===== src/rtl/adc_frame_packetizer.sv =====
`default_nettype none
// ============================================================================
//  Module   : adc_frame_packetizer
//  Purpose  : Drains the raw 32-bit ADC word stream, groups WORDS_PER_FRAME
//             words into a frame, prepends a header word
//             {HDR_MAGIC, seq_num, WORDS_PER_FRAME[7:0]} and sign- or
//             zero-extends each BITS_PER_WORD sample to 32 bits. Output is a
//             registered ready/valid stream with an end-of-frame marker.
//  Revision : 1.0 - initial release
// ----------------------------------------------------------------------------
//  Ports
//    clk           in   1   rising-edge clock
//    rst_n         in   1   asynchronous active-low reset
//    in_valid_i    in   1   input word available (FIFO pop_valid)
//    in_data_i     in  32   raw input word, sample in [BITS_PER_WORD-1:0]
//    in_ready_o    out  1   input word accepted when in_valid_i && in_ready_o
//    out_valid_o   out  1   output word valid (registered)
//    out_data_o    out 32   header or extended payload word (registered)
//    out_last_o    out  1   final payload word of a frame (registered)
//    out_ready_i   in   1   downstream accepts when out_valid_o && out_ready_i
//    enable_i      in   1   permits starting new frames
//    abort_i       in   1   pulse: abandon the current frame
//    seq_clear_i   in   1   pulse: reset the sequence number
//    seq_num_o     out 16   sequence number the next header will carry
//    busy_o        out  1   frame in progress (payload phase)
//    frame_done_o  out  1   one-cycle pulse after the last payload word loads
// ============================================================================
module adc_frame_packetizer #(
    parameter int unsigned BITS_PER_WORD   = 24,
    parameter int unsigned WORDS_PER_FRAME = 9,
    parameter bit          SIGN_EXTEND     = 1'b1,
    parameter logic [7:0]  HDR_MAGIC       = 8'hA5
) (
    input  logic        clk,
    input  logic        rst_n,
    input  logic        in_valid_i,
    input  logic [31:0] in_data_i,
    output logic        in_ready_o,
    output logic        out_valid_o,
    output logic [31:0] out_data_o,
    output logic        out_last_o,
    input  logic        out_ready_i,
    input  logic        enable_i,
    input  logic        abort_i,
    input  logic        seq_clear_i,
    output logic [15:0] seq_num_o,
    output logic        busy_o,
    output logic        frame_done_o
);

    localparam int unsigned          c_cnt_w     = (WORDS_PER_FRAME > 1) ? $clog2(WORDS_PER_FRAME) : 1;
    localparam logic [c_cnt_w-1:0]   c_last_idx  = c_cnt_w'(WORDS_PER_FRAME - 1);
    localparam logic [c_cnt_w-1:0]   c_cnt_one   = c_cnt_w'(1);
    localparam logic [7:0]           c_hdr_count = 8'(WORDS_PER_FRAME);

    typedef enum logic [0:0] {
        ST_IDLE    = 1'b0,
        ST_PAYLOAD = 1'b1
    } state_t;

    state_t               state_q;
    logic [c_cnt_w-1:0]   word_cnt_q;
    logic                 out_valid_q;
    logic [31:0]          out_data_q;
    logic                 out_last_q;
    logic [15:0]          seq_num_q;
    logic                 frame_done_q;

    logic                 w_load_ok;
    logic                 w_start;
    logic                 w_in_ready;
    logic                 w_in_hs;
    logic                 w_is_last;
    logic [31:0]          w_ext_data;

    // The output register can take a new word when it is empty or being
    // drained this cycle.
    assign w_load_ok  = !out_valid_q || out_ready_i;

    // in_ready never looks at in_valid_i, so no combinational loop can form
    // with an upstream that waits on ready before raising valid.
    assign w_in_ready = (state_q == ST_PAYLOAD) && w_load_ok && !abort_i;
    assign w_in_hs    = in_valid_i && w_in_ready;

    // The header is only started when a word is waiting, so the payload can
    // follow the header without a bubble. The waiting word is not consumed.
    assign w_start    = (state_q == ST_IDLE) && enable_i && in_valid_i && w_load_ok && !abort_i;
    assign w_is_last  = (word_cnt_q == c_last_idx);

    // Bits above the sample width come either from the sample MSB or zero;
    // a per-bit select also covers BITS_PER_WORD == 32 without a zero-width
    // replication.
    always_comb begin
        w_ext_data = '0;
        for (int i = 0; i < 32; i++) begin
            if (i < int'(BITS_PER_WORD)) begin
                w_ext_data[i] = in_data_i[i];
            end else begin
                w_ext_data[i] = SIGN_EXTEND & in_data_i[BITS_PER_WORD-1];
            end
        end
    end

    always_ff @(posedge clk or negedge rst_n) begin
        if (!rst_n) begin
            state_q      <= ST_IDLE;
            word_cnt_q   <= '0;
            out_valid_q  <= 1'b0;
            out_data_q   <= '0;
            out_last_q   <= 1'b0;
            seq_num_q    <= '0;
            frame_done_q <= 1'b0;
        end else begin
            frame_done_q <= 1'b0;

            // Output register. Abort blocks both start and handshake, so a
            // word already held is still presented until it is accepted.
            if (w_load_ok) begin
                if (w_start) begin
                    out_valid_q <= 1'b1;
                    out_data_q  <= {HDR_MAGIC, seq_num_q, c_hdr_count};
                    out_last_q  <= 1'b0;
                end else if (w_in_hs) begin
                    out_valid_q <= 1'b1;
                    out_data_q  <= w_ext_data;
                    out_last_q  <= w_is_last;
                end else begin
                    out_valid_q <= 1'b0;
                end
            end

            // Frame sequencing
            if (abort_i) begin
                state_q    <= ST_IDLE;
                word_cnt_q <= '0;
            end else if (w_start) begin
                state_q    <= ST_PAYLOAD;
                word_cnt_q <= '0;
            end else if (w_in_hs) begin
                if (w_is_last) begin
                    state_q      <= ST_IDLE;
                    word_cnt_q   <= '0;
                    frame_done_q <= 1'b1;
                    seq_num_q    <= seq_num_q + 16'd1;
                end else begin
                    word_cnt_q   <= word_cnt_q + c_cnt_one;
                end
            end

            // Clear overrides a coincident end-of-frame increment.
            if (seq_clear_i) begin
                seq_num_q <= '0;
            end
        end
    end

    assign in_ready_o   = w_in_ready;
    assign out_valid_o  = out_valid_q;
    assign out_data_o   = out_data_q;
    assign out_last_o   = out_last_q;
    assign seq_num_o    = seq_num_q;
    assign busy_o       = (state_q == ST_PAYLOAD);
    assign frame_done_o = frame_done_q;

endmodule
`default_nettype wire

===== config.mk =====
export PLATFORM = sky130hd
export DESIGN_NAME = adc_frame_packetizer
export DESIGN_NICKNAME = d
export VERILOG_FILES = /design/src/rtl/adc_frame_packetizer.sv
export SDC_FILE = /design/constraint.sdc
export NUM_CORES = 1
export LEC_CHECK = 0
export CAP_MARGIN = 20
export CORE_ASPECT_RATIO = 0.9
export CORE_UTILIZATION = 35
export DETAILED_ROUTE_END_ITERATION = 8
export PLACE_DENSITY = 0.7
export SLEW_MARGIN = 20
export SYNTH_ARGS = -nofsm -noshare
export SYNTH_HDL_FRONTEND = slang
export SYNTH_SLANG_ARGS = --single-unit

===== constraint.sdc =====
create_clock -name clk -period 2.85 [get_ports clk]
set_input_delay 0.855 -clock clk [delete_from_list [all_inputs] [get_ports clk]]
set_output_delay 0.855 -clock clk [all_outputs]
set_load 0.02 [all_outputs]

# After elaboration in Yosys (flattened, before gate mapping)
# Cells that the tools add are included.
dict set report op_classes {
  addsub 2
  eq_ne 3
  n_mux 23
  bitwise_logic 1
  n_reduce_logical 18
}
# operator n
set op_table {}
lappend op_table {{two-way mux 16 bit} 5}
lappend op_table {{two-way mux 32 bit} 2}
lappend op_table {{adder 16 x 1 -> 16 bit (second input constant)} 1}
lappend op_table {{two-way mux 4 bit} 4}
lappend op_table {{two-way mux 1 bit} 12}
lappend op_table {{logical AND 1 bit} 7}
lappend op_table {{nonzero test 2 bit} 3}
lappend op_table {{nonzero test 3 bit} 2}
lappend op_table {{adder 4 x 1 -> 4 bit (second input constant)} 1}
lappend op_table {{equality test 4 bit (second input constant)} 1}
lappend op_table {{AND reduction 2 bit} 2}
lappend op_table {{AND reduction 4 bit} 1}
lappend op_table {{zero test 1 bit} 2}
lappend op_table {{inequality test 2 x 1 -> 1 bit (second input constant)} 1}
lappend op_table {{inequality test 2 bit (second input constant)} 1}
lappend op_table {{logical OR 1 bit} 1}
lappend op_table {{NOT 1 bit} 1}
dict set report totals {
  register_bits 56
  input_bits 39
  output_inout_bits 53
  word_cells 54
}

# Longest topological paths before layout
dict set report logic_depth {
  depth_word 9
  ltp_mapped 8
  ltp_nobuf 7
}

# Least setup slack after synthesis
# No wires, ideal clock.
dict set report synth_timing {
  path_type {input to output}
  startpoint {input abort_i}
  endpoint {output in_ready_o}
  arrival_ns 1.321
  required_ns 1.995
  path_slack_ns 0.674
  path_stages 2
  n_path_buf 0
  cell_sequence {nand2b_1 nor2_1}
}
dict set report synth_via {
  elab_chain_cells 2
}
# element line_no
set synth_lines {}
lappend synth_lines {{start, declared} 44} ;# input logic abort_i,
lappend synth_lines {{zero test 1 bit} 82} ;# assign w_in_ready = (state_q == ST_PAYLOAD) && w_load_ok && !abort_i;
lappend synth_lines {{logical AND 1 bit} 82}
lappend synth_lines {{end, declared} 38} ;# output logic in_ready_o,
# Every way passes these cells.

# Worst setup path after layout
dict set report layout_timing {
  startpoint {input out_ready_i}
  endpoint {output in_ready_o}
}
dict set report layout_via {
  elab_chain_cells 3
}
# element line_no
set layout_lines {}
lappend layout_lines {{start, declared} 42} ;# input logic out_ready_i,
lappend layout_lines {{logical OR 1 bit} 78} ;# assign w_load_ok = !out_valid_q || out_ready_i;
lappend layout_lines {{logical AND 1 bit (2 in a row)} 82}
# Every way passes these cells.

==> impl_summary.log <==
INFO  metric cts_tree = built
INFO  metric cap_viol_max_count = 0
INFO  metric synthDominantCellAreaShare = 50.53%
INFO  metric internal_power = 1.263 mW
INFO  metric slew_headroom = 69.78%
INFO  metric dominantRegCellSynth = dfrtp_1
INFO  metric min-delay-path-class = flop to flop
INFO  metric ant_nets = 0
INFO  metric critical_setup_path_kind = input pin to output pin
INFO  metric syn-cell-area = 0.002476 sq mm
INFO  metric wire_length_reported_by_the_detailed_router = 6.207 mm
INFO  metric worst_pin_slew = 0.4519 ns
INFO  metric crit_path_max_delay_cell_type = clkdlybuf4s50_1
INFO  metric synthMuxAreaShare = 8.691%
INFO  metric synth_most_common_cell = dfrtp_1
INFO  metric dpl.hpwl = 4.590 mm
INFO  metric finalHoldViolCount = 0
INFO  metric timing.fmax = 363.4 MHz
INFO  metric cts_buffers = 5
INFO  metric vias = 2199
INFO  metric synth_top_family_by_area = simple AND/OR/NAND/NOR gates
INFO  metric num_antenna_cells = 0
INFO  metric pwr-share-seq = 46.3%
INFO  metric clockBufferDepth = 2
INFO  metric period_needed = 2.752 ns
INFO  metric htree_num_levels = 2
INFO  metric worst_ep_arrival_time = 1.90 ns
INFO  metric synth.top_cells.by_area = dfrtp_1 (51%), mux2i_1 (6.9%), nand2_1 (6.7%), a21oi_1 (4.4%), o21ai_0 (4.0%)
INFO  metric synth_area_leader_cell = dfrtp_1
INFO  metric grt_max_degree = 40
INFO  metric run_status = finished clean
INFO  metric worstPathCellList = clkdlybuf4s50_1 -> nor2b_1 -> nor2_1 -> dlygate4sd2_1
INFO  metric fin_setup_tns = 0 ns
INFO  metric worstSetupEndpointType = output pin
INFO  metric first_pass_iters = 4
INFO  metric numPlacedInstances = 428
INFO  metric critPathTopFamily = buffers and inverters
INFO  metric synth.distinct_cells = 35
INFO  metric clock_insertion_delay_worst_skew = 0.30 ns
INFO  metric ys_seq_area_share = 50.53%
INFO  metric track_usage = 17.63%
INFO  metric drt-wirelength-per-cell = 14.27 um
INFO  metric register_bit_count_reported_by_yosys = 50
INFO  metric fraction_of_final_layout_cells_sized_beyond_drive_strength_1 = 9.565%
INFO  metric finalWorstSetupSlack = 0.09802 ns
INFO  metric syn-instance-count = 259
INFO  metric path_clk_slew = 0.09 ns
INFO  metric initial_core_util = 37.00%
INFO  metric power.ir.vdd_worst = 0.0001713 V
INFO  metric number_of_buffers_added_for_setup_after_cts = 0
INFO  metric hold-path-cell-count = 2
INFO  metric power-per-cell-area = 488.7 mW/mm^2
INFO  metric avgViaCountPerCell = 5.055
INFO  metric first_pass_grt_wire_length = 10.27 mm
INFO  metric synthSimpleGateAreaFrac = 22.79%
INFO  metric clock-skew-final = 0.003881 ns
INFO  metric worst_path_buf_inv = 2
INFO  metric setup_violators_final = 0
INFO  metric master_cell_of_the_clock_root_buffer = clkbuf_8
INFO  metric gp_congestion = 0.8110
INFO  metric dr.first_iter.drc_count = 82
INFO  metric vias_in_the_first_global_route = 2112
INFO  metric critical_path.max_stage_delay = 0.42 ns
INFO  metric synth.avg_cell_area = 9.560 sq um
INFO  metric ys.warnings.count = 0
INFO  metric worst_setup_path_start_kind = input pin
INFO  metric synth_fp_nets = 301
INFO  metric power_leakage = 1.585 nW
INFO  metric synth_compound_gate_area_share = 10.66%
INFO  metric finish.net_count = 387
INFO  metric final.period_utilization = 96.56%
INFO  metric floorplan.die.width = 90.66 um
INFO  metric clockPowerShare = 29.5%
INFO  metric power.combinational.fraction = 24.2%
INFO  metric num_rows = 28
INFO  metric grt_setup_unrepaired = false
INFO  metric p_sw_share = 27.41%
INFO  metric floorplan.die_area = 0.007416 sq mm
INFO  metric core_region_area = 0.006691 sq mm
INFO  metric tritoncts_num_sinks = 50
INFO  metric synth_enable_flop_cells = 0
INFO  metric power_switching = 0.4768 mW
INFO  metric flow.area_growth_from_synthesis = 43.76%
INFO  metric worstPathRequired = 2.00 ns
INFO  metric place_worst_setup_slack = -0.1433 ns
INFO  metric post_synth_fa_ha_maj_area_fraction = 1.516%
INFO  metric io_pins = 92
INFO  metric gr-total-overflow = 0
INFO  metric floorplan.die.height = 81.80 um
INFO  metric antenna_violations_before_repair = 0
INFO  metric reg2reg_path_depth = 6
INFO  metric post_layout_nonfiller_instances = 435
INFO  metric synth_common_cells = dfrtp_1 (50), nand2_1 (44), a21oi_1 (22)
INFO  metric drt_drc_violations_left = 0
INFO  metric timing.critical_path.depth = 4
INFO  metric post_synthesis_share_of_cell_area_spent_on_xor_and_xnor_gates = 1.061%
INFO  metric critical_path_peak_fanout = 2
INFO  metric maxSlewViolCount = 0
INFO  metric portBuffers = 83
INFO  metric postSynth.asyncResetShare = 100.0%
==> cell families after synthesis <==
group / Yosys count
and+or+nand+nor: 109
DFF: 50
AOI/OAI and AO/OA: 49
buffers and inverters: 24
muxes: 21
xor gates and xnor gates: 3
adders and majority gates: 3
==> worst register-to-register path, delay by kind of cell (launching register included) <==
family          cells  cell delay, ns
simple gates        3            1.09
flops               1            0.44
fa+ha+maj           1            0.17
compound gates      1            0.17
buf+inv             1            0.08
==> worst paths after layout <==
kind	startpoint	endpoint	slack (ns)
max in group asynchronous	rst_n	out_data_o[4]$_DFFE_PN0P_	2.01
max	out_ready_i	in_ready_o	0.1
min in group asynchronous	rst_n	out_data_o[10]$_DFFE_PN0P_	0.54
min reg2reg	out_data_o[0]$_DFFE_PN0P_	out_data_o[0]$_DFFE_PN0P_	0.51
min	out_data_o[0]$_DFFE_PN0P_	out_data_o[0]$_DFFE_PN0P_	0.51
max reg2reg	word_cnt_q[0]$_DFFE_PN0P_	seq_num_o[5]$_DFFE_PN0P_	0.84
==> cells in the final DEF, fill, tap and decap left out, types with 2 or more instances in the layout <==
cell	count
clkdlybuf4s50_1	81
dfrtp_1	50
nand2_1	44
a21oi_1	22
o21ai_0	20
mux2i_1	17
nand3_1	13
buf_4	13
nor2_1	11
or4_1	9
inv_1	6
nor2b_1	6
o31ai_1	6
clkbuf_8	6
nand2b_1	4
and3_1	4
nor4_1	3
mux2_2	3
xnor2_1	3
ha_1	3
nand4_2	2
==> power by group through the flow <==
stage | Combinational, mW | Sequential (mW) | Clock [mW]
after global routing | 0.452 | 0.815 | 0.553
after detailed placement | 0.425 | 0.820 | 0
after floorplan | 0.128 | 0.893 | 0
final | 0.421 | 0.806 | 0.514
after CTS | 0.426 | 0.806 | 0.526
after global placement | 0.420 | 0.816 | 0
==> repair_timing <==
action | in CTS | in global routing
hold buffers | 0 | 0
endpoints found under the setup margin | 1 | 0
hold endpoints to repair | 0 | 0
resized for setup | 1 | 0
==> flip-flops by register name, summed over array words and instances, names as in the netlist <==
name,cells
out_data_o,26
frame_done_o,1
out_last_o,1
busy_o,1
word_cnt_q,4
out_valid_o,1
seq_num_o,16
==> cell type report <==
class                   instances  area [sq um]
clock buffers                   6         82.58
clock inverters                 1         30.03
fillers                       609          3132
inverters                       6         22.52
multi-input cells             185          1119
flip-flops and latches         50          1251
well taps                      90         112.6
repair buffers                 97         942.2
==> through the flow <==
step / hold slack [ns] / power, mW / util (%) / area [sq um]
floorplan: 0.5483 / 1.021 / - / 2476
global placement: 0.4850 / 1.236 / 51.53 / 3448
detailed placement: 0.4893 / 1.246 / 51.53 / 3448
CTS: 0.5116 / 1.758 / 53.20 / 3560
global route: 0.5435 / 1.820 / 53.20 / 3560
finish: 0.5060 / 1.740 / 53.20 / 3560
==> layer usage <==
metal	GRT usage [%]	up-vias	wire length [um]
met5	0	-	0
li1	-	1074	-
met4	4.355	0	55
met2	30.08	63	2902
met1	23.12	1057	2913
met3	3.704	5	336
(Power assumes the default switching activity.)
